$ cat config.mk
export PLATFORM = sky130hd
export DESIGN_NAME = main_memory_ctrl
export DESIGN_NICKNAME = d
export VERILOG_FILES = /design/src/rtl/main_memory_ctrl.sv
export SDC_FILE = /design/constraint.sdc
export NUM_CORES = 1
export LEC_CHECK = 0
export BUFFER_PORTS_ARGS = -buffer_cell sky130_fd_sc_hd__buf_4
export CAP_MARGIN = 20
export CORE_ASPECT_RATIO = 1.4
export CORE_MARGIN = 10
export CORE_UTILIZATION = 25
export DETAILED_ROUTE_END_ITERATION = 8
export HOLD_SLACK_MARGIN = 0.15
export PLACE_DENSITY = 0.46
export RECOVER_POWER = 25
export SYNTH_ARGS = -nofsm -noshare
export SYNTH_HDL_FRONTEND = slang
export SYNTH_SLANG_ARGS = --single-unit
$ cat constraint.sdc
create_clock -name clk -period 2.1 [get_ports clk]
set_clock_uncertainty 0.2 [all_clocks]
set_input_delay 0.21 -clock clk [delete_from_list [all_inputs] [get_ports clk]]
set_output_delay 0.21 -clock clk [all_outputs]
set_load 0.02 [all_outputs]
$ cat src/rtl/main_memory_ctrl.sv
// Line-oriented memory controller: one outstanding request, fixed response latency,
// per-byte write masking, out-of-range detection and completed-access counters.
module main_memory_ctrl #(
   parameter int BLOCK_SIZE = 4,
   parameter int NUM_BLOCKS = 8,
   parameter int ADDR_WIDTH = 32,
   parameter int DATA_WIDTH = 128,
   parameter int LATENCY    = 4
) (
   input  logic                    clk,
   input  logic                    rst,
   input  logic                    req_valid,
   output logic                    req_ready,
   input  logic                    req_write,
   input  logic [ADDR_WIDTH-1:0]   req_addr,
   input  logic [DATA_WIDTH-1:0]   req_wdata,
   input  logic [DATA_WIDTH/8-1:0] req_wmask,
   output logic                    resp_valid,
   input  logic                    resp_ready,
   output logic [DATA_WIDTH-1:0]   resp_rdata,
   output logic                    resp_err,
   output logic [31:0]             rd_count,
   output logic [31:0]             wr_count
);

   localparam int BPL        = DATA_WIDTH / (8 * BLOCK_SIZE);
   localparam int BPL_NZ     = (BPL == 0) ? 1 : BPL;
   localparam int LINE_BYTES = BPL_NZ * BLOCK_SIZE;
   localparam int MEM_BYTES  = NUM_BLOCKS * BLOCK_SIZE;
   localparam int IDX_W      = (MEM_BYTES > 1) ? $clog2(MEM_BYTES) : 1;
   localparam int CNT_W      = (LATENCY > 1) ? $clog2(LATENCY) : 1;

   if ((DATA_WIDTH % (8 * BLOCK_SIZE)) != 0 || BPL == 0) begin : g_err_data_width
      $error("main_memory_ctrl: DATA_WIDTH must be a non-zero multiple of 8*BLOCK_SIZE");
   end
   if ((NUM_BLOCKS % BPL_NZ) != 0) begin : g_err_num_blocks
      $error("main_memory_ctrl: NUM_BLOCKS must be a multiple of blocks per line");
   end
   if (LATENCY < 1) begin : g_err_latency
      $error("main_memory_ctrl: LATENCY must be at least 1");
   end

   typedef enum logic [1:0] {
      IDLE,
      BUSY,
      RESP
   } state_e;

   state_e                  state_q, state_d;
   logic [CNT_W-1:0]        cnt_q, cnt_d;
   logic                    write_q, write_d;
   logic [ADDR_WIDTH-1:0]   addr_q, addr_d;
   logic [DATA_WIDTH-1:0]   wdata_q, wdata_d;
   logic [DATA_WIDTH/8-1:0] wmask_q, wmask_d;
   logic                    resp_valid_q, resp_valid_d;
   logic [DATA_WIDTH-1:0]   resp_rdata_q, resp_rdata_d;
   logic                    resp_err_q, resp_err_d;
   logic [31:0]             rd_count_q, rd_count_d;
   logic [31:0]             wr_count_q, wr_count_d;
   logic [7:0]              mem_q [MEM_BYTES];
   logic [7:0]              mem_d [MEM_BYTES];

   logic                    in_range;
   logic [ADDR_WIDTH-1:0]   line_base;
   logic [IDX_W-1:0]        base_idx;

   // Compare one bit wider than the address so a memory as large as the address space cannot wrap.
   assign in_range  = ({1'b0, addr_q} < (ADDR_WIDTH+1)'(MEM_BYTES));
   assign line_base = addr_q - (addr_q % ADDR_WIDTH'(LINE_BYTES));
   assign base_idx  = line_base[IDX_W-1:0];

   always_comb begin
      state_d      = state_q;
      cnt_d        = cnt_q;
      write_d      = write_q;
      addr_d       = addr_q;
      wdata_d      = wdata_q;
      wmask_d      = wmask_q;
      resp_valid_d = resp_valid_q;
      resp_rdata_d = resp_rdata_q;
      resp_err_d   = resp_err_q;
      rd_count_d   = rd_count_q;
      wr_count_d   = wr_count_q;
      mem_d        = mem_q;

      unique case (state_q)
         IDLE: begin
            if (req_valid) begin
               write_d = req_write;
               addr_d  = req_addr;
               wdata_d = req_wdata;
               wmask_d = req_wmask;
               cnt_d   = CNT_W'(LATENCY - 1);
               state_d = BUSY;
            end
         end
         BUSY: begin
            if (cnt_q == '0) begin
               state_d      = RESP;
               resp_valid_d = 1'b1;
               resp_rdata_d = '0;
               resp_err_d   = !in_range;
               if (in_range) begin
                  for (int unsigned i = 0; i < LINE_BYTES; i++) begin
                     if (write_q) begin
                        if (wmask_q[i]) mem_d[base_idx + IDX_W'(i)] = wdata_q[8*i +: 8];
                     end else begin
                        resp_rdata_d[8*i +: 8] = mem_q[base_idx + IDX_W'(i)];
                     end
                  end
               end
            end else begin
               cnt_d = cnt_q - 1'b1;
            end
         end
         RESP: begin
            if (resp_ready) begin
               state_d      = IDLE;
               resp_valid_d = 1'b0;
               if (!resp_err_q) begin
                  if (write_q) wr_count_d = wr_count_q + 32'd1;
                  else         rd_count_d = rd_count_q + 32'd1;
               end
            end
         end
         default: state_d = IDLE;
      endcase
   end

   always_ff @(posedge clk) begin
      if (rst) begin
         state_q      <= IDLE;
         cnt_q        <= '0;
         write_q      <= 1'b0;
         addr_q       <= '0;
         wdata_q      <= '0;
         wmask_q      <= '0;
         resp_valid_q <= 1'b0;
         resp_rdata_q <= '0;
         resp_err_q   <= 1'b0;
         rd_count_q   <= '0;
         wr_count_q   <= '0;
         for (int unsigned i = 0; i < MEM_BYTES; i++) mem_q[i] <= '0;
      end else begin
         state_q      <= state_d;
         cnt_q        <= cnt_d;
         write_q      <= write_d;
         addr_q       <= addr_d;
         wdata_q      <= wdata_d;
         wmask_q      <= wmask_d;
         resp_valid_q <= resp_valid_d;
         resp_rdata_q <= resp_rdata_d;
         resp_err_q   <= resp_err_d;
         rd_count_q   <= rd_count_d;
         wr_count_q   <= wr_count_d;
         for (int unsigned i = 0; i < MEM_BYTES; i++) mem_q[i] <= mem_d[i];
      end
   end

   assign req_ready  = (state_q == IDLE) && !rst;
   assign resp_valid = resp_valid_q;
   assign resp_rdata = resp_rdata_q;
   assign resp_err   = resp_err_q;
   assign rd_count   = rd_count_q;
   assign wr_count   = wr_count_q;

endmodule

; ---- Word-level counts from Yosys, hierarchy flattened
; Cells that the tools add are included.
[classes]
bitwise = 18
n_reduce_logical = 31
eq_ne = 6
add_sub_neg = 19
muxes = 200
magnitude_cmp = 33
[ops]
columns = cell, count
row1 = two-way mux 256 bit, 77
row2 = bitwise mux 256 bit, 16
row3 = binary-select mux 8 bit (select 5 bit), 16
row4 = demux 8 bit (select 5 bit), 16
row5 = two-way mux 8 bit, 64
row6 = two-way mux 128 bit, 1
row7 = "greater-or-equal comparator 6 bit, second input constant", 16
row8 = "less-than comparator 6 x 1 -> 1 bit, second input constant", 16
row9 = NOT 5 -> 6 bit, 16
row10 = "adder 32 x 1 -> 32 bit, second input constant", 2
row11 = "adder 5 x 4 -> 5 bit, second input constant", 8
row12 = "less-than comparator 32 x 6 -> 1 bit, second input constant", 1
row13 = "adder 5 x 3 -> 5 bit, second input constant", 4
row14 = logical AND 1 bit, 17
row15 = AND reduction 3 bit, 4
row16 = "adder 5 x 2 -> 5 bit, second input constant", 2
row17 = two-way mux 2 bit, 5
row18 = "!= test 2 bit, second input constant", 4
row19 = AND reduction 4 bit, 2
row20 = case mux 2 bit (3 select lines), 1
row21 = "adder 5 x 1 -> 5 bit, second input constant", 1
row22 = subtractor 5 x 4 -> 5 bit, 1
row23 = zero test 2 bit, 2
row24 = case mux 2 bit (2 select lines), 1
row25 = 9 further kinds, 14
[word_totals]
input_bits = 181
out_inout_bits = 195
reg_bits = 631
wordCells = 350

; ---- Depth between registers and ports, before layout
; Gate-level depths: netlist (run 1).
[depth]
ltp_word = 99
depth_mapped = 9

; ---- Worst setup path before layout (run 1)
; No wires, ideal clock.
[synth_path]
path_kind = reg2reg
start = register wr_count_q[12], in the netlist wr_count[12]
end = register wr_count_q[20], in the netlist wr_count[20]
slack_ps = -163
n_path_buf = 2
t_arrival_ps = 1942
path_stages_with_launch = 7
required_time_ps = 1779
cell_sequence = dfxtp_1 > nand4_1 > or4_1 > clkbuf_1 > buf_2 > nor3_1 > mux2_2
[synth_between]
elab_chain_len = 1
[synth_lines]
columns = element, line_no
row1 = from (decl), 59  ; logic [31:0] wr_count_q, wr_count_d;
row2 = from (signal assigned), 155  ; wr_count_q <= wr_count_d;
row3 = adder 32 x 1 -> 32 bit, 121  ; if (write_q) wr_count_d = wr_count_q + 32'd1;
; Every way passes these cells.
; A chain may end at the register's enable or synchronous reset.

; ---- Worst setup path in the final report (run 1)
[layout_path]
start = register addr_q[5]
end = register resp_rdata_q[89], in the netlist resp_rdata[89]
[layout_between]
elab_chain_len = 2
[layout_lines]
columns = element, line_no
row1 = from (decl), 52  ; logic [ADDR_WIDTH-1:0] addr_q, addr_d;
row2 = from (signal assigned), 148  ; addr_q <= addr_d;
row3 = less-than comparator 32 x 6 -> 1 bit, 68  ; assign in_range = ({1'b0, addr_q} < (ADDR_WIDTH+1)'(MEM_BYTES));
row4 = two-way mux 128 bit, 103  ; if (in_range) begin
row5 = to (signal assigned), 152  ; resp_rdata_q <= resp_rdata_d;
row6 = to (decl), 56  ; logic [DATA_WIDTH-1:0] resp_rdata_q, resp_rdata_d;
; Every way passes these cells.

==> impl_metrics.yaml, run 1 <==
floorplan:
  initial_utilization_pct: 25.1
  die_h_um: 407
  dieArea_um2: 121000
  core_area_um2: 107000
  pin_count: 376
  die_w_um: 297
  num_rows: 142
timing:
  setup_viol: 394
  timing.slew.headroom_pct: 64.7
  finalHoldViolCount: 0
  whs_ns: 0.185
  post-route-min-period_ns: 2.31
  rsz0062_at_grt: "true"
  period_share_pct: 110
  slew_viol_final: 0
  final.setup.tns_ns: -30.27
  fmax_ghz: 0.434
  worstMarginPinSlew_ns: 0.530
  worst_slack_ns: -0.205
global_routing:
  antenna_found_initial: 8
  grt_pass1_vias: 26700
  grt_util_all_layers_pct: 16.2
  grt_start_max_net_pins: 106
  grt_overflow_total: 0
  grt_pass1_wl_mm: 157
worst_hold_path:
  hold_path_depth: 4
  min_to: "wdata_q[92]"
  hold_start: "req_wdata[92]"
  hp-class: "primary input to register"
logic_synthesis:
  synth_common_cells: "dfxtp_1 (627), a21oi_1 (589), nand2_1 (513)"
  synth-edff-count: 0
  synthArstFlopShare_pct: 0
  netlist.area_leader.share_pct: 46.9
  yosysWarningCount: 0
  synthFlopType: "dfxtp_1"
  ys_types: 40
  yosysMostFrequentCell: "dfxtp_1"
  syn_nets: 3369
  syn_avg_cell_area_um2: 8.41
  netlist_top_cells_area: "dfxtp_1 (47%), a21oi_1 (11%), o31ai_1 (7.6%), nand2_1 (7.2%), nand4_1 (6.3%)"
  synth_area_um2: 26800
  synth_cells: 3185
  ys_ff_latch: 627
  synth_area_leader_cell: "dfxtp_1"
  synth-seq-area-share_pct: 46.9
critical_path:
  crit_path_end_kind: "register"
  rr_worst_depth: 7
  path_class: "register to register"
  path_cells: "nor4_4, buf_4, nand4_4, buf_8, buf_16, or4_1, a21oi_2"
  r2r_start: "addr_q[5]"
  cp_slowest_cell: "or4_1"
  worstPathRequired_ns: 2.48
  critPathMaxStageDelay_ns: 0.56
  timing.rr.end: "resp_rdata[89]"
  crit_arrival_ns: 2.68
  cp_max_fo: 27
  start_kind: "register"
  r2r_setup_slack_ns: -0.21
drt:
  avgViaCountPerCell: 4.95
  drt_iter0_drc: 1637
  ant_nets: 0
  via_count: 26800
  first_pass_iters: 5
  route.detailed.drc: 0
  wl_mm: 106
  wl_per_cell_um: 19.5
power:
  p_clk_share_pct: 43.9
  p_leak_nw: 13.7
  swShare_pct: 27.3
  p_int_w: 0.0216
  p_sw_w: 0.00812
  max-vdd-ir-drop_uv: 611
  power_frac_comb_pct: 14.4
  power.density_nw_per_um2: 753
  p_seq_share_pct: 41.7
job:
  drv_cap: 0
finish:
  finalNetCount: 4100
  fillers: 11000
  layout-drive-gt1-share_pct: 25.0
  synthToLayoutAreaGrowth_pct: 47.6
clocking:
  cts-htree-levels: 3
  cts_buffers: 73
  cts_tree: "built"
  path_clk_slew_ns: 0.06
  clock-sinks: 627
  cts_root_buffer: "clkbuf_16"
  clk_path_buf_depth: 3
  insertion_delay_ns: 0.67
placed_design:
  port_buffers: 371
  dp_hpwl_mm: 70.1
  gp_congestion: 0.777
outcome:
  violations: "negative setup slack"
  outcome: "finished with violations"
[critical path, delay by kind of cell, from the launching register on]
family | cells | cell delay [ns]
AO/OA/AOI/OAI | 1 | 0.15
AND/OR/NAND/NOR | 3 | 0.99
buffers and inverters | 3 | 0.55
flip-flops | 1 | 0.33
[cell usage in the layout (no fill, tap or decap), types with 61 or more instances in the layout]
cell,count
clkbuf_16,86
dlygate4sd3_1,276
buf_4,528
or4_1,85
nand4_1,268
a21oi_2,65
nor2_1,61
a21oi_1,524
or4_4,61
o31ai_1,231
nand2_1,513
dfxtp_1,603
mux2i_1,128
clkbuf_1,112
[kinds of logic (layout without fill, tap and decap cells)]
kind of cell | after synthesis | count (layout) | share of synthesized area [%]
muxes | 146 | 146 | 5.54
adders and majority gates | 3 | 3 | 0.140
and+or+nand+nor | 1148 | 1148 | 22.3
AOI/OAI and AO/OA | 877 | 877 | 19.0
DFF | 627 | 627 | 46.9
xor gates and xnor gates | 17 | 17 | 0.556
other | 0 | 6 | 0
buffers and inverters | 367 | 1156 | 5.60
[cell type report]
| class | instances | area, um^2 | share of cell area (%) |
|---|---|---|---|
| repair buffers | 1008 | 9060 | 22.9 |
| flip-flops and latches | 627 | 12600 | 31.9 |
| inverters | 15 | 56.3 | 0.142 |
| diodes | 6 | 15.0 | 0.0380 |
| well taps | 1440 | 1800 | 4.56 |
| clock buffers | 111 | 2190 | 5.55 |
| clock inverters | 22 | 246 | 0.624 |
| multi-input cells | 2191 | 13500 | 34.3 |
[registers in the layout, summed over array words and instances, names as in the netlist]
register,cells
wr_count,32
addr_q,28
wmask_q,16
resp_err,1
mem_q,256
cnt_q,2
resp_valid,1
rd_count,32
write_q,1
state_q,2
resp_rdata,128
wdata_q,128
[per-stage QoR]
step | utilization, % | cell area (um^2) | worst slack, ns | cells | power, W
floorplan | - | 26800 | -0.00578 | 3185 | 0.0142
global placement | 31.0 | 33100 | -0.309 | 4967 | 0.0160
detailed placement | 31.0 | 33100 | -0.316 | 4967 | 0.0160
CTS | 36.1 | 38500 | -0.250 | 5378 | 0.0296
global route | 37.0 | 39500 | -0.322 | 5415 | 0.0309
finish | 37.0 | 39500 | -0.205 | 5420 | 0.0298
[per-layer routing]
metal  track usage (%)  part of all wire, %
met5                 0                0.020
met1              20.3                   44
met2              27.1                   49
met3              3.12                  5.2
met4              5.94                  2.7
[power groups by stage]
stage                     registers, W  clock network, W  logic, W
final                           0.0124            0.0131   0.00427
after detailed placement        0.0127                 0   0.00329
after global placement          0.0127                 0   0.00330
after global routing            0.0124            0.0139   0.00459
after CTS                       0.0124            0.0135   0.00376
after floorplan                 0.0126                 0   0.00167
[how the worst max path moves through the flow]
stage,endpoint,cells past startpoint,from,slack (ns)
finish,resp_rdata[89],7,addr_q[5],-0.21
global route,resp_rdata[99],7,addr_q[5],-0.32
CTS,resp_rdata[84],6,addr_q[28],-0.25
detailed placement,resp_rdata[32],7,addr_q[28],-0.32
global placement,resp_rdata[32],7,addr_q[28],-0.31
floorplan,rd_count[27],5,resp_err,-0.006
[repair_timing]
| item | 4_1_cts | 5_1_grt |
|---|---|---|
| gates resized for setup | 39 | 200 |
| endpoints found under the hold margin | 596 | 0 |
| buffers inserted | 2 | 21 |
| setup endpoints to repair | 398 | 424 |
| pin swaps | 10 | 58 |
| gates cloned | 0 | 15 |
| hold buffers | 276 | 0 |
Power figures use the tool's default switching activity.
==> inputs of run 2 (changes only) <==
--- a/config.mk
+++ b/config.mk
@@ -7,12 +7,14 @@
 export LEC_CHECK = 0
 export BUFFER_PORTS_ARGS = -buffer_cell sky130_fd_sc_hd__buf_4
 export CAP_MARGIN = 20
+export CELL_PAD_IN_SITES_DETAIL_PLACEMENT = 0
+export CELL_PAD_IN_SITES_GLOBAL_PLACEMENT = 1
 export CORE_ASPECT_RATIO = 1.4
 export CORE_MARGIN = 10
 export CORE_UTILIZATION = 25
 export DETAILED_ROUTE_END_ITERATION = 8
 export HOLD_SLACK_MARGIN = 0.15
-export PLACE_DENSITY = 0.46
+export PLACE_DENSITY = 0.56
 export RECOVER_POWER = 25
 export SYNTH_ARGS = -nofsm -noshare
 export SYNTH_HDL_FRONTEND = slang
==> run 2 against run 1 <==
Net effect:
- the run still ends with negative setup slack left
- final cell count down 1.4%
- fmax up 0.48%
- critical path depth unchanged
- combinational power down 11%
- worst setup slack better by 0.011 ns
- die area unchanged
- register-to-register slack about the same
- non-clock buffer count down 67
- sequential power about the same
- utilization down 1.1 points
- hold slack better by 0.0012 ns
- critical path type unchanged
==> impl_metrics.yaml, run 2 (same netlist as run 1, synthesis figures left out) <==
clocking:
  clk_path_buf_depth: 3
  cts_buffers: 72
  cts-htree-levels: 3
  clock-sinks: 627
  insertion_delay_ns: 0.65
  cts_root_buffer: "clkbuf_16"
  cts_tree: "built"
  path_clk_slew_ns: 0.06
critical_path:
  cp_slowest_cell: "or4_1"
  worstPathRequired_ns: 2.47
  crit_top_cell: "buf_12"
  path_cells: "nor4_4, buf_4, nand4_4, buf_12, buf_12, or4_1, a21oi_1"
  crit_arrival_ns: 2.67
  timing.rr.end: "resp_rdata[72]"
  critical_path_buf_inv_count: 3
  path_class: "register to register"
  r2r_setup_slack_ns: -0.19
  crit_path_end_kind: "register"
  rr_worst_depth: 7
  r2r_start: "addr_q[10]"
  cp_max_fo: 26
  critPathMaxStageDelay_ns: 0.53
  start_kind: "register"
  critPathTopFamily: "simple AND/OR/NAND/NOR gates"
finish:
  finalNetCount: 4032
  largest-register: "mem_q"
  fillers: 11100
  synthToLayoutAreaGrowth_pct: 43.3
  largest_reg_flops: 256
  final_common_cell: "dfxtp_1"
  final_area_um2: 38400
  utilization_pct: 35.9
  mostFrequentLayoutCells: "dfxtp_1 (602), a21oi_1 (544), nand2_1 (513), buf_4 (507), dlygate4sd3_1 (273)"
  layout-drive-gt1-share_pct: 22.2
global_routing:
  antenna_found_initial: 6
  grt_overflow_total: 0
  grt_pass1_vias: 26400
  grt_start_max_net_pins: 99
  grt_pass1_wl_mm: 158
  grt_util_all_layers_pct: 16.4
power:
  p_leak_nw: 13.1
  max-vdd-ir-drop_uv: 558
  power.density_nw_per_um2: 762
floorplan:
  core_area_um2: 107000
  num_rows: 142
  die_h_um: 407
  dieArea_um2: 121000
  initial_utilization_pct: 25.1
  die_w_um: 297
  pin_count: 376
timing:
  rsz0062_at_grt: "true"
  worstMarginPinSlew_ns: 0.587
  final.setup.tns_ns: -22.44
  fmax_ghz: 0.436
  worst_slack_ns: -0.194
  slew_viol_final: 0
  period_share_pct: 109
  whs_ns: 0.186
  setup_viol: 302
  post-route-min-period_ns: 2.29
  finalHoldViolCount: 0
  timing.slew.headroom_pct: 60.7
worst_hold_path:
  hold_start: "req_wdata[32]"
  min_to: "wdata_q[32]"
  hp-class: "primary input to register"
  hold_path_depth: 4
placed_design:
  port_buffers: 371
  gp_congestion: 0.753
  place_area_um2: 32900
  dp_hpwl_mm: 70.1
drt:
  wl_mm: 103
  via_count: 26400
  route.detailed.drc: 0
  avgViaCountPerCell: 4.94
  drt_iter0_drc: 1539
  ant_nets: 0
  first_pass_iters: 6
  wl_per_cell_um: 19.2
outcome:
  outcome: "finished with violations"
  violations: "negative setup slack"
job:
  drv_cap: 0
-- run 2: cell types whose count changed in the layout (fill, tap and decap cells not counted), sizes merged --
cell	previous run	this run
clkbuf	216	203
diode	6	2
clkinv	13	6
buf	627	578
clkinvlp	2	3
dlygate4sd3	276	273
-- run 2: worst max-delay path by stage --
stage | from | end | slack, ns | depth (start not counted)
after floorplan | resp_err | rd_count[27] | -0.006 | 5
after global placement | addr_q[10] | resp_rdata[112] | -0.18 | 7
final | addr_q[10] | resp_rdata[72] | -0.19 | 7
after global routing | addr_q[10] | resp_rdata[74] | -0.30 | 7
after detailed placement | addr_q[10] | resp_rdata[107] | -0.20 | 7
after CTS | addr_q[10] | resp_rdata[47] | -0.21 | 7
-- run 2: repair_timing --
item / 4_1_cts / 5_1_grt
setup endpoints to repair: 325 / 452
cloned: 0 / 1
hold buffers: 273 / 0
gates resized for setup: 41 / 103
buffers inserted: 5 / 5
endpoints found under the hold margin: 595 / 0
pin swaps: 27 / 26
-- run 2: stage by stage --
step	worst slack, ns	power (W)	std cells
detailed placement	-0.195	0.0160	4930
CTS	-0.206	0.0297	5337
floorplan	-0.00578	0.0142	3185
global placement	-0.179	0.0160	4930
global route	-0.298	0.0305	5344
finish	-0.194	0.0292	5345
-- run 2: area by class of cell --
class	instances	area [um^2]	share of cell area, %
Multi-Input combinational cell	2191	13200	34.5
Timing Repair Buffer	941	8250	21.5
Clock buffer	113	2230	5.82
Antenna cell	2	5.00	0.0130
Inverter	15	56.3	0.147
Tap cell	1440	1800	4.70
Sequential cell	627	12600	32.9
Clock inverter	16	181	0.473
-- run 2: worst register-to-register path: stages, from the launching register on --
cell	delay [ns]
dfxtp_2	0.33
nor4_4	0.26
buf_4	0.17
nand4_4	0.13
buf_12	0.21
buf_12	0.22
or4_1	0.55
a21oi_1	0.15
-- run 2: routing by layer --
layer / track usage, % / up-vias / wire (um)
met5: 0 / - / 28
met4: 5.25 / 6 / 2390
met3: 2.88 / 124 / 5060
met2: 27.6 / 543 / 49700
met1: 20.9 / 12700 / 45400
li1: - / 13100 / -
-- run 2: power breakdown --
part	total, W	internal, W	switching [W]
clock	0.0130	0.00768	0.00534
sequential	0.0124	0.0121	0.000258
combinational	0.00381	0.00160	0.00221
total	0.0292	0.0214	0.00781
==> inputs of run 3 (changes only) <==
--- a/config.mk
+++ b/config.mk
@@ -11,10 +11,10 @@
 export CELL_PAD_IN_SITES_GLOBAL_PLACEMENT = 1
 export CORE_ASPECT_RATIO = 1.4
 export CORE_MARGIN = 10
-export CORE_UTILIZATION = 25
+export CORE_UTILIZATION = 39
 export DETAILED_ROUTE_END_ITERATION = 8
 export HOLD_SLACK_MARGIN = 0.15
-export PLACE_DENSITY = 0.56
+export PLACE_DENSITY = 0.79
 export RECOVER_POWER = 25
 export SYNTH_ARGS = -nofsm -noshare
 export SYNTH_HDL_FRONTEND = slang
==> run 3 against run 2 <==
Net effect:
- routed wire length fell by 9.1%
- the flow still finishes with violations (negative setup slack)
- largest power group is now sequential cells
- via count rose by 0.69%
- worst setup slack improved by 0.035 ns
- highest routed layer unchanged
==> impl_metrics.yaml, run 3 (same netlist as run 1, synthesis figures left out) <==
drt:
  wl_met3_mm: 5.27
  wl_per_cell_um: 19.5
  wl_mm: 93.1
  ant_nets: 0
  route.detailed.drc: 0
  via_count: 26600
  first_pass_iters: 5
  routed-wl-met2_mm: 46.0
  m1WireLength_mm: 38.7
  drt_iter0_drc: 1660
  avgViaCountPerCell: 5.57
  top_layer: "met5"
placed_design:
  port_buffers: 371
  dp_cells: 4434
  gp_congestion: 0.826
  place_ws_ns: -0.168
  dp_hpwl_mm: 61.6
clocking:
  clock-sinks: 627
  cts_tree: "built"
  cts_buffers: 66
  cts_root_buffer: "clkbuf_16"
  clk_path_buf_depth: 3
  cts-htree-levels: 3
  insertion_delay_ns: 0.62
  path_clk_slew_ns: 0.06
global_routing:
  grt_util_all_layers_pct: 21.9
  grt_pass1_wl_mm: 142
  grt_start_max_net_pins: 78
  grt_pass1_vias: 25600
  grt_overflow_total: 0
  antenna_found_initial: 8
critical_path:
  cp_max_fo: 21
  start_kind: "register"
  crit_path_end_kind: "register"
  path_class: "register to register"
  worstPathRequired_ns: 2.43
  rr_worst_depth: 7
  crit_arrival_ns: 2.59
timing:
  finalHoldViolCount: 0
  rsz0062_at_grt: "true"
  whs_ns: 0.189
  worstMarginPinSlew_ns: 0.537
  setup_viol: 317
  slew_viol_final: 0
  worst_slack_ns: -0.159
  final.setup.tns_ns: -16.54
  fmax_ghz: 0.443
  post-route-min-period_ns: 2.26
  timing.slew.headroom_pct: 64.2
  period_share_pct: 108
power:
  max-vdd-ir-drop_uv: 573
  power.density_nw_per_um2: 750
  p_leak_nw: 13.1
finish:
  final_common_cell: "dfxtp_1"
  fillers: 6264
  finalNetCount: 3983
  largest_reg_flops: 256
  largest-register: "mem_q"
  mostFrequentLayoutCells: "dfxtp_1 (604), a21oi_1 (537), nand2_1 (513), buf_4 (500), nand4_1 (268)"
  multi_input_area_um2: 13700
  regArea_um2: 12600
  synthToLayoutAreaGrowth_pct: 41.3
  layout-drive-gt1-share_pct: 24.9
  finalNonFillerCells: 4777
job:
  drv_cap: 0
worst_hold_path:
  hold_path_depth: 4
  hp-class: "primary input to register"
floorplan:
  dieArea_um2: 79700
  initial_utilization_pct: 39.4
  die_w_um: 241
  die_h_um: 330
  core_area_um2: 68000
  pin_count: 376
  num_rows: 113
outcome:
  outcome: "finished with violations"
  violations: "negative setup slack"
==> run 3: cell count changes in the layout (fill, tap and decap cells not counted), sizes merged <==
cell / change
nand4: +1
clkinv: +4
bufinv: +1
buf: +28
clkbuf: -2
clkinvlp: -1
inv: +2
diode: +4
dlygate4sd3: -85
==> run 3: layer usage <==
layer	vias up	GRT usage (%)
met3	165	3.95
met2	675	37.3
met5	-	0
li1	12900	-
met4	8	8.67
met1	12800	26.8
==> run 3: critical path: stages, from the launching register on <==
cell     delay [ns]
dfxtp_1        0.31
nor4_2         0.30
buf_4          0.19
nand4_4        0.11
buf_12         0.19
buf_4          0.17
or4_1          0.51
a21oi_1        0.17
==> run 3: worst paths after layout <==
kind	slack (ns)	from	to
worst max-delay path	-0.16	addr_q[7]	resp_rdata[84]
worst min-delay path	0.19	req_wdata[86]	wdata_q[86]
worst max register to register	-0.16	addr_q[7]	resp_rdata[84]
worst min register to register	0.25	resp_rdata[43]	resp_rdata[43]
==> run 3: final cells by class <==
| type | instances | area share, % |
|---|---|---|
| multi-input combinational | 2192 | 36.3 |
| sequential | 627 | 33.3 |
| timing repair buffer | 897 | 21.2 |
| clock buffer | 98 | 5.19 |
| tap | 920 | 3.04 |
| clock inverter | 22 | 0.678 |
| inverter | 15 | 0.149 |
| antenna | 6 | 0.0397 |
==> run 3: timing repair <==
item	4_1_cts	5_1_grt
gates resized for setup	56	194
buffers inserted	1	16
endpoints found under the setup margin	322	412
gates cloned	0	12
hold buffers	188	0
pin swaps	30	26
endpoints found under the hold margin	416	0
==> run 3: report_power, final <==
group          total, W  switching, W  internal, W
Clock            0.0121       0.00507      0.00703
Sequential       0.0124      0.000249       0.0121
Combinational   0.00388       0.00223      0.00165
Total            0.0284       0.00754       0.0208
==> run 3: metrics by stage <==
step	power (W)	instance area, um^2	util, %
2_1_floorplan	0.0142	26800	-
3_3_place_gp	0.0159	32500	47.8
3_5_place_dp	0.0159	32500	47.8
4_1_cts	0.0284	36900	54.2
5_1_grt	0.0294	37800	55.6
6_report	0.0284	37800	55.6
